### config.mk
export PLATFORM = sky130hd
export DESIGN_NAME = mux_rr_arbiter_flat
export DESIGN_NICKNAME = d
export VERILOG_FILES = /design/src/rtl/mux_rr_arbiter_pkg.sv /design/src/rtl/mux_rr_arbiter_if.sv /design/src/rtl/mux_rr_arbiter_rr_pick.sv /design/src/rtl/mux_rr_arbiter.sv /design/src/flat_wrapper.sv
export SDC_FILE = /design/constraint.sdc
export NUM_CORES = 1
export LEC_CHECK = 0
export ABC_CLOCK_PERIOD_IN_PS = 4600
export BUFFER_PORTS_ARGS = -buffer_cell sky130_fd_sc_hd__buf_2
export CAP_MARGIN = 20
export CORE_UTILIZATION = 44
export CTS_CLUSTER_SIZE = 24
export DETAILED_ROUTE_END_ITERATION = 8
export HOLD_SLACK_MARGIN = 0.08
export PLACE_DENSITY = 0.95
export SLEW_MARGIN = 40
export SYNTH_ARGS = -nofsm -noshare
export SYNTH_HDL_FRONTEND = slang
export SYNTH_HIERARCHICAL = 1
export SYNTH_SLANG_ARGS = --single-unit
### constraint.sdc
create_clock -name clk -period 4.6 [get_ports clk]
set_clock_uncertainty 0.05 [all_clocks]
set_input_delay 0.23 -clock clk [delete_from_list [all_inputs] [get_ports clk]]
set_output_delay 0.23 -clock clk [all_outputs]
set_load 0.1 [all_outputs]
### src/rtl/mux_rr_arbiter_pkg.sv
// rtl/mux_rr_arbiter_pkg.sv - shared sizing helpers for the round-robin mux arbiter
// Package mux_arb_pkg: select-index width and pointer reset value.
package mux_arb_pkg;

  // Width of a channel index; at least one bit so N=1 still has a port.
  function automatic int sel_w(input int n);
    return (n <= 1) ? 1 : $clog2(n);
  endfunction

  // Pointer reset value: last channel, so the first scan starts at channel 0.
  function automatic int ptr_reset(input int n);
    return n - 1;
  endfunction

endpackage

### src/rtl/mux_rr_arbiter_if.sv
// rtl/mux_rr_arbiter_if.sv - N-channel request bus plus single output channel
// Signals:
//   in_data  N*W  channel i at [i*W +: W]
//   in_valid N    per-channel request
//   in_ready N    per-channel accept (one-hot or zero)
//   out_data W    registered selected word
//   out_valid 1   out_data holds a word
//   out_ready 1   consumer accepts
//   out_sel  SW   channel that supplied out_data
// Modports: slave = arbiter side, master = requesters/consumer side.
interface mux_rr_arbiter_if
  import mux_arb_pkg::*;
#(
  parameter int W = 32,
  parameter int N = 4
);
  localparam int SW = sel_w(N);

  logic [N*W-1:0] in_data;
  logic [N-1:0]   in_valid;
  logic [N-1:0]   in_ready;
  logic [W-1:0]   out_data;
  logic           out_valid;
  logic           out_ready;
  logic [SW-1:0]  out_sel;

  modport slave (
    input  in_data, in_valid, out_ready,
    output in_ready, out_data, out_valid, out_sel
  );

  modport master (
    output in_data, in_valid, out_ready,
    input  in_ready, out_data, out_valid, out_sel
  );
endinterface

### src/rtl/mux_rr_arbiter_rr_pick.sv
// rtl/mux_rr_arbiter_rr_pick.sv - combinational grant picker
// Ports: req[N] requests, ptr last granted index (MUX_ARB_RR_EN only),
//        gnt[N] one-hot grant, idx binary grant index.
// MUX_ARB_RR_EN defined: first request scanning upward from ptr+1, wrapping.
// MUX_ARB_RR_EN undefined: lowest set request wins.
module rr_pick
  import mux_arb_pkg::*;
#(
  parameter int N  = 4,
  parameter int SW = sel_w(N)
) (
  input  logic [N-1:0]  req,
`ifdef MUX_ARB_RR_EN
  input  logic [SW-1:0] ptr,
`endif
  output logic [N-1:0]  gnt,
  output logic [SW-1:0] idx
);

  logic found;

`ifdef MUX_ARB_RR_EN
  // Request vector doubled so a wrapping scan becomes a linear one: bits at
  // or below ptr are masked off, and the first surviving bit is the winner.
  logic [2*N-1:0] dbl;
  assign dbl = {req, req};

  always_comb begin
    found = 1'b0;
    idx   = '0;
    for (int i = 0; i < 2 * N; i++) begin
      if (!found && dbl[i] && (i > int'(ptr))) begin
        found = 1'b1;
        idx   = SW'(i % N);
      end
    end
    gnt = found ? (N'(1) << idx) : '0;
  end
`else
  always_comb begin
    found = 1'b0;
    idx   = '0;
    for (int i = 0; i < N; i++) begin
      if (!found && req[i]) begin
        found = 1'b1;
        idx   = SW'(i);
      end
    end
    gnt = found ? (N'(1) << idx) : '0;
  end
`endif

endmodule

### src/rtl/mux_rr_arbiter.sv
// rtl/mux_rr_arbiter.sv - N-to-1 valid/ready mux with registered output
// Ports: clk, rst_n (async, active-low), bus (mux_rr_arbiter_if.slave).
// Macro MUX_ARB_RR_EN selects round-robin (defined) or fixed priority.
// One word per cycle; output register refills in the same cycle it drains.
module mux_rr_arbiter
  import mux_arb_pkg::*;
#(
  parameter int W = 32,
  parameter int N = 4
) (
  input  logic                clk,
  input  logic                rst_n,
  mux_rr_arbiter_if.slave     bus
);

  localparam int SW = sel_w(N);

  logic          accept;
  logic [N-1:0]  gnt;
  logic [SW-1:0] idx;
  logic          transfer;
  logic [W-1:0]  sel_data;
  logic [W-1:0]  out_data_q;
  logic          out_valid_q;
  logic [SW-1:0] out_sel_q;

`ifdef MUX_ARB_RR_EN
  logic [SW-1:0] ptr;

  rr_pick #(.N(N), .SW(SW)) u_pick (
    .req (bus.in_valid),
    .ptr (ptr),
    .gnt (gnt),
    .idx (idx)
  );
`else
  rr_pick #(.N(N), .SW(SW)) u_pick (
    .req (bus.in_valid),
    .gnt (gnt),
    .idx (idx)
  );
`endif

  // Room in the output register when empty or being drained this cycle.
  assign accept       = !out_valid_q || bus.out_ready;
  assign bus.in_ready = accept ? gnt : '0;
  assign transfer     = |(bus.in_valid & bus.in_ready);
  assign sel_data     = bus.in_data[int'(idx)*W +: W];

  always_ff @(posedge clk or negedge rst_n) begin
    if (!rst_n) begin
      out_data_q  <= '0;
      out_valid_q <= 1'b0;
      out_sel_q   <= '0;
`ifdef MUX_ARB_RR_EN
      ptr         <= SW'(ptr_reset(N));
`endif
    end else if (transfer) begin
      out_data_q  <= sel_data;
      out_sel_q   <= idx;
      out_valid_q <= 1'b1;
`ifdef MUX_ARB_RR_EN
      ptr         <= idx;
`endif
    end else if (bus.out_ready) begin
      out_valid_q <= 1'b0;
    end
  end

  assign bus.out_data  = out_data_q;
  assign bus.out_valid = out_valid_q;
  assign bus.out_sel   = out_sel_q;

endmodule
### src/flat_wrapper.sv
// flat-port wrapper written by rule: the top's interface ports become plain ports
module mux_rr_arbiter_flat import mux_arb_pkg::*;
#(
  parameter int W = 32,
  parameter int N = 4
)
  (clk, rst_n, bus_in_data, bus_in_valid, bus_out_ready, bus_in_ready, bus_out_data, bus_out_valid, bus_out_sel);
  mux_rr_arbiter_if #(.W(W), .N(N)) bus_i ();
  input  logic clk;
  input  logic rst_n;
  input wire logic [$bits(bus_i.in_data)-1:0] bus_in_data;
  input wire logic [$bits(bus_i.in_valid)-1:0] bus_in_valid;
  input wire logic [$bits(bus_i.out_ready)-1:0] bus_out_ready;
  output wire logic [$bits(bus_i.in_ready)-1:0] bus_in_ready;
  output wire logic [$bits(bus_i.out_data)-1:0] bus_out_data;
  output wire logic [$bits(bus_i.out_valid)-1:0] bus_out_valid;
  output wire logic [$bits(bus_i.out_sel)-1:0] bus_out_sel;
  assign bus_i.in_data = bus_in_data;
  assign bus_i.in_valid = bus_in_valid;
  assign bus_i.out_ready = bus_out_ready;
  assign bus_in_ready = bus_i.in_ready;
  assign bus_out_data = bus_i.out_data;
  assign bus_out_valid = bus_i.out_valid;
  assign bus_out_sel = bus_i.out_sel;
  mux_rr_arbiter #(.W(W), .N(N)) u_core (.clk(clk), .rst_n(rst_n), .bus(bus_i));
endmodule
==> run_results.csv, run 1 <==
group,metric,value,unit
run_status,outcome,"complete, no violations",
global_routing,maximum_number_of_pins_on_one_net_before_global_route_repair,36,
floorplanning,placeableCoreArea,5110,um^2
cts,clock_sinks,35,
synthesis,synth-seq-area-share,37.4,%
cts,tritoncts,"built",
synthesis,postSynthNetCount,265,
worst_setup_path,cpMaxStageDelayCell,"mux4_1",
cts,cts_hold_buffers,1,
sta,period_minus_slack,2.31,ns
route,detail_route.first_pass.iterations,4,
floorplanning,floorplan.die_area,5630,um^2
worst_setup_path,start_kind,"primary input",
worst_setup_path,critPathKind,"in2reg",
synthesis,most_area_consuming_cells_after_synthesis,"dfrtp_1 (37%), mux4_2 (28%), mux2_4 (19%)",
worst_setup_path,crit_chain,"buf_2, nand2b_4, a21oi_4, buf_4, mux4_1, mux2_2",
placement,dp.final_hpwl,4.96,mm
placement,gp_congestion,0.803,
worst_setup_path,rr_worst_depth,4,
route,dr.first_iter.drc_count,67,
floorplanning,start_util,45.9,%
sta,timing_hold_violations_final,0,
route,detail-route-antenna-nets,0,
route,routedWlPerCell,16.1,um
cts,ctsLongestPathBuffers,2,
cts,post-cts-setup-buffers,0,
route,routed_wl,6.01,mm
sta,slew_at_the_pin_with_the_worst_max_slew_slack,0.752,ns
worst_setup_path,worstSetupStartpoint,"bus_in_valid[2]",
floorplanning,die_height,75,um
sta,fmax,433,MHz
sta,period_share,50.2,%
layout,insertedDiodeCount,0,
pwr,power_density_over_the_cells,517,nW/um^2
worst_setup_path,rrSetupSlack,2.39,ns
synthesis,synth.ff_latch_count,35,
global_routing,grt_util_all_layers,21.5,%
global_routing,first_global_vias,1923,
worst_setup_path,cp_slowest_stage_delay,0.62,ns
worst_setup_path,crit-reg2reg-launch,"u_core/bus.out_valid",
synthesis,synth_top_area_share,37.4,%
worst_setup_path,endpoint_kind,"flip-flop",
route,drc,0,
pwr,vdd.ir_drop.worst,0.282,mV
pwr,p_total,1730,uW
pwr,leakage,0.00167,uW
worst_setup_path,critical-path-top-delay-family,"multiplexers",
flow_run,maxCapViolCount,0,
worst_setup_path,crit_required,4.72,ns
worst_setup_path,cp_num_buf_inv,2,
min_path,min_path_type,"in2reg",
worst_setup_path,cp.arrival,2.42,ns
sta,fin_ws,2.29,ns
synthesis,netlist_instances,130,
layout,layout_common_cells,"buf_2 (172), dfrtp_1 (35), mux4_2 (29), mux2_4 (29), clkbuf_8 (6)",
cts,cts-buffers-inserted,5,
cts,clk_latency,0.28,ns
layout,most_common_cell_after_layout_fill_and_taps_aside,"buf_2",
sta,finalSetupViolCount,0,
floorplanning,die_width,75,um
worst_setup_path,crit_end,"u_core/bus.out_data[25]",
placement,place_worst_setup_slack,1.95,ns
placement,io_buffers,173,
worst_setup_path,crit-reg2reg-capture,"u_core/bus.out_data[26]",
global_routing,grt_first_pass_wirelength,8.71,mm
sta,grt_setup_unrepaired,"no",
synthesis,netlist_area,2340,um^2
synthesis,synth.avg_cell_area,18.0,um^2
cts,post_cts_resize_count,0,
floorplanning,io_pins,174,
global_routing,grt_antenna_before_repair,0,
synthesis,yosysWarningCount,6,
layout,num-nets-final,437,
synthesis,yosysTopAreaCell,"dfrtp_1",
worst_setup_path,worst-path-max-fanout,20,
min_path,timing.hold.worst.start,"bus_out_ready",
route,avgViaCountPerCell,5.10,
layout,syn2layout_area_growth,42.9,%
floorplanning,floorplan.rows,26,
sta,worst_slew_margin_rel,49.8,%
cts,cts.htree.levels,2,
global_routing,grt-ovfl-total,0,
cts,clk_transition_reported_paths,0.07,ns
worst_setup_path,worst-path-stages,6,
layout,drive_above_1_share,83.2,%
cts,root_buffer,"clkbuf_8",
sta,drv_slew,0,
route,dr_total_vias,1904,
synthesis,synthDistinctLibCells,22,
sta,setup_tns,0,ns
-- worst reg2reg max path: stages (launching register included) --
cell and delay [ns]:
dfrtp_1 0.38, nand2b_1 0.17, a21boi_4 0.66, buf_4 0.46
mux2_2 0.39
-- synth_stat cells, drive strengths merged --
library cell  count
a21oi             1
and2              4
nand3             1
mux4             32
nor2              2
nor3              2
a22oi             2
buf              10
nor3b             1
inv               1
a21boi            1
dfrtp            35
nand2b            2
mux2             34
clkbuf            2
-- power breakdown --
| part | switching [uW] | total [uW] | internal (uW) |
|---|---|---|---|
| combinational | 758 | 1020 | 257 |
| clock | 104 | 280 | 175 |
| sequential | 45.9 | 436 | 390 |
-- sequential cells by signal, indices dropped and copies added, names as in the netlist --
| register | flops |
|---|---|
| u_core/bus.out_sel | 2 |
| u_core/bus.out_data | 32 |
| u_core/bus.out_valid | 1 |
-- routing by layer --
metal	share of wire, %	track usage, %	wire [um]	vias up
li1	-	-	-	866
met1	36	23.3	2150	935
met2	57	40.1	3400	91
met3	5.5	4.55	328	12
met4	2.2	9.43	134	0
met5	0	0	0	-
-- how the worst min path moves through the flow --
stage	end	slack (ns)	cells past startpoint
after floorplan	u_core/bus.out_data[0]	-0.12	0
after global placement	u_core/bus.out_data[1]	0.29	1
after detailed placement	u_core/bus.out_data[1]	0.30	1
after CTS	u_core/bus.out_valid	0.28	3
after global routing	u_core/bus.out_valid	0.30	3
final	u_core/bus.out_valid	0.31	3
-- layout make-up --
| class | count | area, um^2 |
|---|---|---|
| clock buffer | 6 | 82.6 |
| fill | 385 | 1760 |
| timing repair buffer | 177 | 901 |
| inverter | 1 | 3.75 |
| tap | 70 | 87.6 |
| clock inverter | 2 | 35.0 |
| multi-input combinational | 82 | 1370 |
| sequential | 35 | 876 |
-- through the flow --
stage               instance area, um^2  utilization, %  hold WS, ns  std cells
floorplan                          2340               -       -0.116        130
global placement                   3210            62.9        0.288        364
detailed placement                 3220            63.1        0.301        364
CTS                                3350            65.6        0.282        373
global route                       3350            65.6        0.300        373
finish                             3350            65.6        0.306        373
-- logic make-up after synthesis --
family                 after synthesis  synth area share, %
AO/OA/AOI/OAI                        4                 1.49
AND/OR/NAND/NOR                     12                 3.41
multiplexers                        66                 52.2
flip-flops                          35                 37.4
buffers and inverters               13                 5.55
Power figures use the tool's default switching activity.
==> run 2: changes to the inputs <==
--- a/config.mk
+++ b/config.mk
@@ -5,14 +5,14 @@
 export SDC_FILE = /design/constraint.sdc
 export NUM_CORES = 1
 export LEC_CHECK = 0
-export ABC_CLOCK_PERIOD_IN_PS = 4600
+export ABC_CLOCK_PERIOD_IN_PS = 2090
 export BUFFER_PORTS_ARGS = -buffer_cell sky130_fd_sc_hd__buf_2
 export CAP_MARGIN = 20
-export CORE_UTILIZATION = 44
+export CORE_UTILIZATION = 37
 export CTS_CLUSTER_SIZE = 24
 export DETAILED_ROUTE_END_ITERATION = 8
 export HOLD_SLACK_MARGIN = 0.08
-export PLACE_DENSITY = 0.95
+export PLACE_DENSITY = 0.89
 export SLEW_MARGIN = 40
 export SYNTH_ARGS = -nofsm -noshare
 export SYNTH_HDL_FRONTEND = slang
==> constraint.sdc (replaced) <==
create_clock -name clk -period 2.09 [get_ports clk]
set_clock_uncertainty 0.05 [all_clocks]
set_input_delay 0.1045 -clock clk [delete_from_list [all_inputs] [get_ports clk]]
set_output_delay 0.1045 -clock clk [all_outputs]
set_load 0.1 [all_outputs]
==> run_results.csv, run 2 (same netlist as run 1, synthesis figures left out) <==
group,metric,value,unit
run_status,outcome,"complete, no violations",
pwr,power_density_over_the_cells,1100,nW/um^2
global_routing,grt-ovfl-total,0,
cts,cts.htree.levels,2,
pwr,p_total,3730,uW
layout,largest_reg_flops,32,
sta,worst_slew_margin_rel,66.8,%
route,dr.first_iter.drc_count,36,
worst_setup_path,start_kind,"flip-flop",
global_routing,first_global_vias,1936,
pwr,vdd.ir_drop.worst,0.943,mV
placement,gp_congestion,0.758,
placement,dp.final_hpwl,4.88,mm
global_routing,grt_antenna_before_repair,0,
layout,insertedDiodeCount,0,
floorplanning,placeableCoreArea,6030,um^2
worst_setup_path,crit-reg2reg-launch,"u_core/bus.out_valid",
cts,tritoncts,"built",
cts,post_cts_resize_count,0,
min_path,hold_path_depth,3,
cts,root_buffer,"clkbuf_8",
sta,period_share,79.0,%
sta,drv_slew,0,
min_path,min_path_type,"in2reg",
floorplanning,start_util,38.9,%
sta,finalSetupViolCount,0,
min_path,timing.hold.worst.start,"bus_out_ready",
worst_setup_path,cp.arrival,1.77,ns
worst_setup_path,crit_required,2.21,ns
global_routing,grt_first_pass_wirelength,8.74,mm
placement,io_buffers,173,
sta,period_minus_slack,1.65,ns
layout,syn2layout_area_growth,44.8,%
layout,layout_common_cells,"buf_2 (172), dfrtp_1 (34), mux4_2 (29), mux2_4 (29), clkbuf_8 (7)",
route,dr_total_vias,1917,
cts,cts-buffers-inserted,5,
route,avgViaCountPerCell,5.03,
sta,fmax,606,MHz
sta,slew_at_the_pin_with_the_worst_max_slew_slack,0.501,ns
global_routing,maximum_number_of_pins_on_one_net_before_global_route_repair,36,
worst_setup_path,endpoint_kind,"flip-flop",
route,drc,0,
pwr,leakage,0.00169,uW
layout,most_common_cell_after_layout_fill_and_taps_aside,"buf_2",
layout,layoutNonFillerInstCount,381,
floorplanning,floorplan.rows,28,
route,detail-route-antenna-nets,0,
sta,grt_setup_unrepaired,"no",
layout,n_fill_cell,526,
layout,num-nets-final,440,
flow_run,maxCapViolCount,0,
layout,multiInputGateArea,1360,um^2
cts,clk_latency,0.28,ns
global_routing,grt_util_all_layers,17.8,%
cts,clock_sinks,35,
floorplanning,die_height,81.6,um
layout,drive_above_1_share,83.3,%
worst_setup_path,critPathKind,"reg2reg",
cts,post-cts-setup-buffers,0,
floorplanning,floorplan.die_area,6660,um^2
floorplanning,die_width,81.6,um
sta,timing_hold_violations_final,0,
worst_setup_path,worstSetupStartpoint,"u_core/bus.out_valid",
route,detail_route.first_pass.iterations,4,
route,routed_wl,6.01,mm
worst_setup_path,worst-path-max-fanout,17,
cts,clk_transition_reported_paths,0.07,ns
floorplanning,io_pins,174,
route,routedWlPerCell,15.8,um
layout,regArea,877,um^2
sta,setup_tns,0,ns
cts,ctsLongestPathBuffers,2,
placement,number_of_placed_instances_taps_included,372,
worst_setup_path,rr_worst_depth,4,
## run 2: cell types whose count changed in the layout (fill, tap and decap cells not counted), sizes merged
cell | previous run | this run
buf | 176 | 179
clkbuf | 6 | 8
clkinv | 1 | 0
bufinv | 1 | 0
## run 2: worst paths after layout
path,to,slack [ns]
setup / recovery,u_core/bus.out_data[24],0.44
hold / removal,u_core/bus.out_valid,0.16
setup reg to reg,u_core/bus.out_data[24],0.44
hold reg to reg,u_core/bus.out_data[14],0.45
max in group asynchronous,u_core/bus.out_valid,1.37
min in group asynchronous,u_core/bus.out_data[22],0.29
## run 2: per-layer routing
metal | part of all wire [%] | vias to the layer above | global-route usage, %
met2 | 55 | 109 | 33.5
met4 | 1.1 | 0 | 6.84
met5 | 0 | - | 0
li1 | - | 874 | -
met1 | 36 | 930 | 19.5
met3 | 7.9 | 4 | 3.56
## run 2: area by class of cell
type | count | share of cell area, %
flip-flops and latches | 35 | 25.8
clock buffers | 8 | 2.95
multi-input cells | 82 | 40.0
repair buffers | 180 | 28.3
well taps | 75 | 2.76
inverters | 1 | 0.111
## run 2: per-stage QoR
stage / utilization [%] / worst slack [ns] / cell area (um^2) / hold slack, ns
floorplan: - / 0.216 / 2350 / -0.241
finish: 56.3 / 0.439 / 3390 / 0.156
global placement: 54.5 / 0.308 / 3280 / 0.174
global route: 56.3 / 0.354 / 3390 / 0.191
CTS: 56.3 / 0.415 / 3390 / 0.149
detailed placement: 54.5 / 0.254 / 3280 / 0.193
## run 2: repair_timing
action,4_1_cts,5_1_grt
hold buffers,1,0
setup endpoints to repair,0,0
endpoints found under the hold margin,35,0
## run 2: worst max-delay path, cell delays in order, from the launching register on
cell and delay (ns):
dfrtp_2 0.40, nand2b_1 0.15, a21boi_4 0.24, buf_4 0.33, mux2_2 0.37
## run 2: power breakdown
part | total [uW] | leakage [uW] | internal, uW | switching [uW]
logic | 2250 | 0.00122 | 582 | 1660
registers | 952 | 0.000411 | 858 | 94.0
clock network | 529 | 0.0000515 | 301 | 229
total | 3730 | 0.00169 | 1740 | 1990
==> run 3: changes to the inputs <==
--- a/config.mk
+++ b/config.mk
@@ -5,14 +5,15 @@
 export SDC_FILE = /design/constraint.sdc
 export NUM_CORES = 1
 export LEC_CHECK = 0
-export ABC_CLOCK_PERIOD_IN_PS = 2090
+export ABC_AREA = 1
+export ABC_CLOCK_PERIOD_IN_PS = 1500
 export BUFFER_PORTS_ARGS = -buffer_cell sky130_fd_sc_hd__buf_2
 export CAP_MARGIN = 20
-export CORE_UTILIZATION = 37
+export CORE_UTILIZATION = 39
 export CTS_CLUSTER_SIZE = 24
 export DETAILED_ROUTE_END_ITERATION = 8
 export HOLD_SLACK_MARGIN = 0.08
-export PLACE_DENSITY = 0.89
+export PLACE_DENSITY = 0.88
 export SLEW_MARGIN = 40
 export SYNTH_ARGS = -nofsm -noshare
 export SYNTH_HDL_FRONTEND = slang
==> constraint.sdc (replaced) <==
create_clock -name clk -period 1.5 [get_ports clk]
set_clock_uncertainty 0.05 [all_clocks]
set_input_delay 0.075 -clock clk [delete_from_list [all_inputs] [get_ports clk]]
set_output_delay 0.075 -clock clk [all_outputs]
set_load 0.1 [all_outputs]
==> run_results.csv, run 3 <==
group,metric,value,unit
run_status,outcome,"complete, no violations",
layout,layout_common_cells,"buf_2 (169), nand2_1 (158), inv_1 (74), o211ai_1 (64), dfrtp_1 (34)",
cts,ctsLongestPathBuffers,2,
route,routed_wl,8.29,mm
sta,setup_tns,0,ns
pwr,leakage,0.00229,uW
worst_setup_path,critPathKind,"reg2out",
synthesis,yosysTopAreaCell,"dfrtp_1",
worst_setup_path,crit_required,1.37,ns
synthesis,synth.ff_latch_count,35,
pwr,share_comb_of_total_power,59.7,%
placement,gp_congestion,0.752,
cts,tritoncts,"built",
layout,largest_reg_flops,32,
pwr,clockPowerShare,13.6,%
pwr,netSwitchingFraction,56.6,%
sta,worst_slew_margin_rel,66.8,%
route,dr.first_iter.drc_count,110,
placement,dpl_cell_area,3850,um^2
sta,period_share,99.7,%
floorplanning,io_pins,174,
placement,io_buffers,173,
route,avgViaCountPerCell,4.78,
synthesis,synth_edf_count,0,
global_routing,grt_antenna_before_repair,0,
layout,drive_above_1_share,37.3,%
floorplanning,die_height,86.5,um
route,routedWlPerCell,12.1,um
route,detail-route-antenna-nets,0,
worst_setup_path,worst-path-max-fanout,4,
cts,clk_transition_reported_paths,0.07,ns
route,dr_total_vias,3267,
floorplanning,die_width,86.5,um
cts,root_buffer,"clkbuf_8",
layout,design_area,3970,um^2
sta,slew_at_the_pin_with_the_worst_max_slew_slack,0.502,ns
layout,syn2layout_area_growth,42.5,%
sta,drv_slew,0,
placement,dp.final_hpwl,6.45,mm
synthesis,async_sr_flop_fraction,100,%
worst_setup_path,start_kind,"flip-flop",
synthesis,synth_top_area_share,31.4,%
worst_setup_path,endpoint_kind,"output port",
synthesis,netlist_instances,424,
global_routing,grt_first_pass_wirelength,13.5,mm
global_routing,grt-ovfl-total,0,
route,detail_route.first_pass.iterations,4,
floorplanning,placeableCoreArea,6830,um^2
floorplanning,start_util,40.8,%
synthesis,post-synth-top-count-cell,"nand2_1",
worst_setup_path,crit-reg2reg-capture,"u_core/bus.out_data[9]",
cts,cts-buffers-inserted,5,
global_routing,grt_util_all_layers,22.7,%
worst_setup_path,rrSetupSlack,0.07,ns
min_path,timing.hold.worst.start,"bus_in_data[70]",
worst_setup_path,crit_end,"bus_in_ready[3]",
sta,fmax,668,MHz
route,drc,0,
pwr,seqPwrFrac,26.7,%
cts,clock_sinks,35,
floorplanning,floorplan.die_area,7490,um^2
worst_setup_path,worstSetupStartpoint,"u_core/bus.out_valid",
synthesis,netlist_area,2790,um^2
synthesis,dominantRegCellSynth,"dfrtp_1",
layout,insertedDiodeCount,0,
synthesis,most_area_consuming_cells_after_synthesis,"dfrtp_1 (31%), nand2_1 (21%), o211ai_1 (17%)",
synthesis,synth.avg_cell_area,6.57,um^2
synthesis,synth-seq-area-share,31.4,%
global_routing,maximum_number_of_pins_on_one_net_before_global_route_repair,61,
worst_setup_path,cp.arrival,1.37,ns
pwr,power_density_over_the_cells,1230,nW/um^2
synthesis,synthDistinctLibCells,19,
synthesis,yosysWarningCount,6,
synthesis,postSynthNetCount,559,
sta,timing_hold_violations_final,0,
cts,cts.htree.levels,2,
sta,period_minus_slack,1.50,ns
pwr,vdd.ir_drop.worst,0.784,mV
cts,clk_latency,0.27,ns
layout,num-nets-final,722,
sta,finalSetupViolCount,0,
floorplanning,floorplan.rows,30,
worst_setup_path,rr_worst_depth,8,
flow_run,maxCapViolCount,0,
sta,grt_setup_unrepaired,"yes",
worst_setup_path,crit-reg2reg-launch,"u_core/bus.out_valid",
layout,most_common_cell_after_layout_fill_and_taps_aside,"buf_2",
pwr,p_int,2130,uW
pwr,netSwitchingPower,2780,uW
synthesis,synth.cells.most_frequent,"nand2_1 (159), inv_1 (75), o211ai_1 (64)",
min_path,min_path_type,"in2reg",
global_routing,first_global_vias,3110,
[run 3: cell types whose count changed after synthesis, sizes merged, moves of 32 or more]
cell | before | now
o21ai | 0 | 35
mux2 | 34 | 0
mux4 | 32 | 0
o211ai | 0 | 64
inv | 1 | 76
nand2 | 0 | 170
[run 3: power by group through the flow]
stage / sequential, uW / clock, uW / combinational (uW)
CTS: 1310 / 698 / 2940
finish: 1310 / 669 / 2930
global route: 1340 / 731 / 3090
detailed placement: 1310 / 0 / 2920
floorplan: 2950 / 0 / 645
global placement: 1310 / 0 / 2880
[run 3: repair_timing]
item                                   in CTS  in global routing
gates cloned                                0                  0
endpoints found under the hold margin      17                  0
hold buffers                                1                  0
pin swaps                                   4                  2
setup buffers                               1                  0
gates resized for setup                     2                  4
setup endpoints to repair                   4                 30
[run 3: worst min path at each step]
stage	to	slack, ns	cells after the start
after global routing	u_core/bus.out_data[18]	0.12	5
after global placement	u_core/bus.out_data[10]	-0.03	1
after CTS	u_core/bus.out_data[22]	0.09	5
after floorplan	u_core/bus.out_data[0]	-0.27	0
final	u_core/bus.out_data[6]	0.1	5
after detailed placement	u_core/bus.out_data[9]	-0.01	1
[run 3: cells by family after synthesis]
family	after synthesis	share of synthesized area, %
simple gates	183	27.9
buf+inv	107	17.1
compound gates	99	23.5
flops	35	31.4
[run 3: cell type report]
type / count / area (um^2)
fillers: 650 / 2860
multi-input cells: 282 / 1480
repair buffers: 187 / 1120
flip-flops and latches: 35 / 880
inverters: 76 / 289
well taps: 96 / 120
clock buffers: 6 / 82.6
clock inverters: 1 / 5.00
[run 3: worst max-delay path: stages (launching register included)]
cell and delay (ns):
dfrtp_4 0.51, nand2_8 0.07, clkinvlp_4 0.17, nor2_4 0.16, buf_12 0.18
[run 3: per-layer routing]
| layer | routed length (um) | up-vias | global-route usage (%) | part of all wire, % |
|---|---|---|---|---|
| met3 | 751 | 8 | 5.81 | 9.1 |
| met4 | 73 | 0 | 5.76 | 0.88 |
| li1 | - | 1661 | - | - |
| met1 | 3290 | 1445 | 26.5 | 40 |
| met5 | 0 | - | 0 | 0 |
| met2 | 4180 | 153 | 41.5 | 50 |
[run 3: metrics by stage]
| stage | hold WS [ns] | util (%) | setup slack [ns] | cells | power (uW) |
|---|---|---|---|---|---|
| 2_1_floorplan | -0.271 | - | -0.0752 | 424 | 3590 |
| 6_report | 0.0952 | 58.2 | 0.00383 | 683 | 4910 |
| 5_1_grt | 0.120 | 58.2 | -0.0495 | 683 | 5160 |
| 3_3_place_gp | -0.0272 | 56.3 | 0.107 | 674 | 4190 |
| 4_1_cts | 0.0913 | 58.0 | -0.0374 | 683 | 4940 |
| 3_5_place_dp | -0.0102 | 56.3 | 0.0299 | 674 | 4240 |
